===== config.mk =====
export PLATFORM = sky130hd
export DESIGN_NAME = operand_assembler
export DESIGN_NICKNAME = d
export VERILOG_FILES = /design/src/rtl/operand_assembler_pkg.sv /design/src/rtl/operand_assembler.sv
export SDC_FILE = /design/constraint.sdc
export NUM_CORES = 1
export LEC_CHECK = 0
export CORE_MARGIN = 3
export CORE_UTILIZATION = 49
export DETAILED_ROUTE_END_ITERATION = 16
export GPL_TIMING_DRIVEN = 0
export PLACE_DENSITY_LB_ADDON = 0.1
export SYNTH_ARGS = -nofsm -noshare
export SYNTH_HDL_FRONTEND = slang
export SYNTH_SLANG_ARGS = --single-unit

===== constraint.sdc =====
create_clock -name clk -period 2.46 [get_ports clk]
set_input_delay 0.492 -clock clk [delete_from_list [all_inputs] [get_ports clk]]
set_output_delay 0.492 -clock clk [all_outputs]
set_load 0.02 [all_outputs]

===== src/rtl/operand_assembler_pkg.sv =====
// Shared types and default sizing for the operand assembler, which packs
// narrow bus words into wide divider operands.
package operand_assembler_pkg;

  localparam int DEF_BUS_W   = 8;
  localparam int DEF_OP_W    = 16;
  localparam int DEF_NUM_OPS = 2;

  typedef enum logic [0:0] {
    ST_COLLECT = 1'b0,
    ST_ISSUE   = 1'b1
  } opState_e;

endpackage


===== src/rtl/operand_assembler.sv =====
// Collects NUM_OPS operands of OP_W bits from a BUS_W-wide valid/ready word
// stream, then offers them to a downstream divider with start.
module operand_assembler
  import operand_assembler_pkg::*;
#(
  parameter int BUS_W     = DEF_BUS_W,
  parameter int OP_W      = DEF_OP_W,
  parameter int NUM_OPS   = DEF_NUM_OPS,
  parameter bit LSB_FIRST = 1'b0
) (
  input  logic                                      clk,
  input  logic                                      reset,
  input  logic [BUS_W-1:0]                          data_in,
  input  logic                                      data_valid,
  output logic                                      data_ready,
  input  logic                                      abort,
  input  logic                                      ready_for_input,
  output logic                                      start,
  output logic [NUM_OPS*OP_W-1:0]                   operands,
  output logic [$clog2(NUM_OPS*OP_W/BUS_W+1)-1:0]   word_count,
  output opState_e                                  dbgState
);

  localparam int WORDS_PER_OP = OP_W / BUS_W;
  localparam int TOTAL_WORDS  = NUM_OPS * WORDS_PER_OP;
  localparam int CNT_W        = $clog2(TOTAL_WORDS + 1);

  // Handshake: a word moves on a rising edge where data_valid && data_ready;
  // data_ready depends only on state, and an abort in COLLECT wins over it.

  opState_e               state;
  logic                   accept;
  logic                   lastWord;
  logic [TOTAL_WORDS-1:0] wordSel;

  // Bit offset of global word j inside the packed operand bus.
  function automatic int slotLo(input int j);
    int opIdx;
    int wIdx;
    opIdx = j / WORDS_PER_OP;
    wIdx  = j % WORDS_PER_OP;
    if (LSB_FIRST)
      return opIdx * OP_W + wIdx * BUS_W;
    else
      return opIdx * OP_W + (WORDS_PER_OP - 1 - wIdx) * BUS_W;
  endfunction

  assign data_ready = (state == ST_COLLECT);
  assign start      = (state == ST_ISSUE);
  assign dbgState   = state;
  assign accept     = data_ready && data_valid && !abort;
  assign lastWord   = (word_count == CNT_W'(TOTAL_WORDS - 1));

  always_comb begin
    wordSel = '0;
    for (int j = 0; j < TOTAL_WORDS; j++) begin
      wordSel[j] = accept && (word_count == CNT_W'(j));
    end
  end

  always_ff @(posedge clk or negedge reset) begin
    if (!reset) begin
      state      <= ST_COLLECT;
      word_count <= '0;
    end else begin
      case (state)
        ST_COLLECT: begin
          if (abort) begin
            word_count <= '0;
          end else if (accept) begin
            if (lastWord) begin
              state      <= ST_ISSUE;
              word_count <= '0;
            end else begin
              word_count <= word_count + 1'b1;
            end
          end
        end
        ST_ISSUE: begin
          if (ready_for_input) state <= ST_COLLECT;
        end
        default: state <= ST_COLLECT;
      endcase
    end
  end

  // Operands are only touched in COLLECT, so they are frozen while offered.
  always_ff @(posedge clk or negedge reset) begin
    if (!reset) begin
      operands <= '0;
    end else if (state == ST_COLLECT && abort) begin
      operands <= '0;
    end else begin
      for (int j = 0; j < TOTAL_WORDS; j++) begin
        if (wordSel[j]) operands[slotLo(j) +: BUS_W] <= data_in;
      end
    end
  end

endmodule


==> results.md, run 1 <==
- Final wirelength: 4210 um
- Data arrival time of the critical path: 1.61 ns
- Final design utilization: 72.5%
- Placeable core region: 3080 sq um
- CTS tree: yes
- Maximum clock skew at final layout: 0.0167 ns
- Layout cell share with drive strength beyond 1: 9.09%
- First-pass GRT wire length: 7070 um
- Leading area contributor after synthesis: dfrtp_1
- Chip Width: 63.2 um
- Maximum number of pins on one net before global-route repair: 37
- Crit-path slowest cell: clkdlybuf4s50_1
- Category of the most critical setup path: register to output port
- Cells along the critical path: inv_1, clkdlybuf4s50_1
- Number of sinks driven by the clock tree: 36
- Initial Utilization: 52.2%
- Commonest cells after routing, fill and taps aside: clkdlybuf4s50_1 (49), dfrtp_1 (36), o21ai_0 (33)
- Setup Total Neg Slack: 0 ns
- Diode count: 0
- Data required time of the worst path: 1.97 ns
- Placed Cells: 267
- H-tree depth: 2
- Outcome: completed
- Worst Path Max Fanout: 7
- Final weighted congestion in routability-driven placement: 0.860
- Max-cap violation count: 0
- Relative slew margins: 47.8%
- Worst-Skew Late Latency: 0.36 ns
- Antenna violations before repair: 0
- Number of CTS-inserted buffers: 5
- Number of design-rule violations left by the first detailed-router iteration: 62
- Post-DP HPWL: 2970 um
- Number of filler cells placed in the layout: 251
- Setup violation total in the final timing report: 0
- Worst path setup slack after routing: 0.354 ns
- I/O pins: 51
- Ranking of synthesized cells by area: dfrtp_1 (56%), o21ai_0 (10%), nand3_1 (9.7%), nand2_1 (7.5%), buf_2 (3.4%)
- Number of distinct library cells after synthesis: 22
- Mapped cell area: 1610 sq um
- Total die area: 4000 sq um
- Number of standard-cell rows in the floorplan: 20
- Count of input and output buffers: 50
- Unrepaired setup endpoints after global routing: false
- Die height: 63.2 um
- Count of TritonRoute iterations in the first routing pass: 4
- Synth top area share: 56.1%
- Mean instance size in the synthesized netlist: 9.28 sq um
- Cell Count, Final, Fillers Out: 275
- Max Clk Rate: 0.475 GHz
- Minimum period implied by the final worst setup slack: 2.11 ns
- Area Overhead vs Synth: 39.0%
- Total power draw: 1.27 mW
- Number of failing hold endpoints at the final stage: 0
- Number of nets with antenna violations after detailed routing: 0
- Worst hold margin: 0.199 ns
- Area after DPL: 2160 sq um
- Worst setup slack after placement: 0.285 ns
- Buffers inserted during post-CTS setup optimization: 0
- Max-slew violation total from the final report: 0
- Number of register bits inferred by synthesis: 36
- Kind of capture point of the worst setup path: output port
- Global route overflow: 0
- Leakage: 0.951 nW
- Via/cell ratio: 5.39
- Buffers from clock root to sink, at most: 2
- VDD IR-drop max: 0.517 mV
- Resize count post-CTS: 0
- Startpoint type of the worst setup path: register
- Combined global-route utilization of all metal layers: 23.1%
- Nets in the synthesized netlist: 190
- DRC violation count after routing: 0
- CTS clock-pin slew for the worst setup and hold paths: 0.12 ns
- Seq/Total Area, Yosys: 56.1%
- Number of buffers added to fix hold violations after cts: 0
- Number of global-route vias before repair: 1457
- Number of buffer and inverter stages on the critical path: 2
- Gate count after technology mapping: 173
- WL/cell: 15.3 um
- Min-Delay Path Class: input pin to async pin
- Most common cell after layout, fill and taps aside: clkdlybuf4s50_1
- Critical path's top delay family: buffers and inverters
- # nets final: 247
- Via Count: 1483
- Longest individual stage delay on the worst path: 0.63 ns
- Transition time of the tightest slew-check pin: 0.783 ns
- Final non-filler cell area: 2230 sq um
- Final cycle utilization of the critical path: 85.6%
- Buffer cell driving the clock tree root: clkbuf_4
- Yosys synthesis warning count: 0
- Power density relative to cell area: 570 nW/um^2
==> cells in the mapped netlist <==
library cell and n:
buf_2 11, o22ai_1 1, nand2b_1 1, and2_1 3
and2_0 1, nand4_1 2, nor2b_1 2, nor2_1 2
o21ai_0 33, nand2_1 32, dfrtp_1 36, nor4b_4 1
ha_1 4, clkbuf_1 4, buf_4 1, o21bai_1 1
a31oi_1 1, o21ai_1 1, inv_1 3, nand3_1 31
a21oi_1 1, o21a_1 1
==> where the power goes <==
| part | leakage (nW) | switching, mW | internal, mW | total, mW |
|---|---|---|---|---|
| logic | 0.413 | 0.132 | 0.0910 | 0.223 |
| registers | 0.495 | 0.0180 | 0.617 | 0.635 |
| clock network | 0.0422 | 0.200 | 0.213 | 0.413 |
==> kinds of logic after synthesis <==
kind of cell / synth area share, %
AOI/OAI and AO/OA: 12.6
adders and majority gates: 3.12
buffers and inverters: 5.53
DFF: 56.1
and+or+nand+nor: 22.6
==> worst reg2reg max path, stage by stage (launching register included) <==
cell      delay, ns
dfrtp_1        0.47
inv_1          0.12
ha_1           0.22
clkbuf_1       0.20
and2_1         0.18
buf_2          0.15
o21ai_0        0.22
==> final timing paths <==
check                           endpoint  slack [ns]  cells after the start           from
max                           data_ready        0.35                      2       dbgState
min                         operands[16]        0.20                      1          reset
max reg2reg                 operands[15]        0.81                      6  word_count[0]
min reg2reg                 operands[24]        0.53                      2   operands[24]
max in group asynchronous  word_count[1]        1.74                      1          reset
min in group clk            operands[24]        0.53                      2   operands[24]
==> flip-flops by register name (all words and copies together), names as in the netlist <==
name,count
operands,32
word_count,3
dbgState,1
==> final cells by class <==
class / instances / area (sq um) / area share, %
clock inverters: 2 / 35.0 / 1.57
inverters: 3 / 11.3 / 0.504
multi-input cells: 118 / 616 / 27.6
plain buffers: 16 / 77.6 / 3.48
clock buffers: 6 / 41.3 / 1.85
well taps: 44 / 55.1 / 2.47
flip-flops and latches: 36 / 901 / 40.4
repair buffers: 50 / 495 / 22.2
==> metal layers <==
metal	global-route usage, %	share of wire [%]	vias to the layer above
met5	0	0	-
met4	12.9	2.3	0
met3	6.42	8.5	13
met2	37.4	48	66
met1	27.8	41	709
li1	-	-	695
No activity file was read; power rests on OpenSTA's default activity.
==> run 2: changes to the inputs <==
--- a/config.mk
+++ b/config.mk
@@ -10,6 +10,7 @@
 export DETAILED_ROUTE_END_ITERATION = 16
 export GPL_TIMING_DRIVEN = 0
 export PLACE_DENSITY_LB_ADDON = 0.1
+export SETUP_SLACK_MARGIN = 0.02
 export SYNTH_ARGS = -nofsm -noshare
 export SYNTH_HDL_FRONTEND = slang
 export SYNTH_SLANG_ARGS = --single-unit
==> results of run 2 <==
The final DEF is identical to that of run 1; final timing and power are the same.
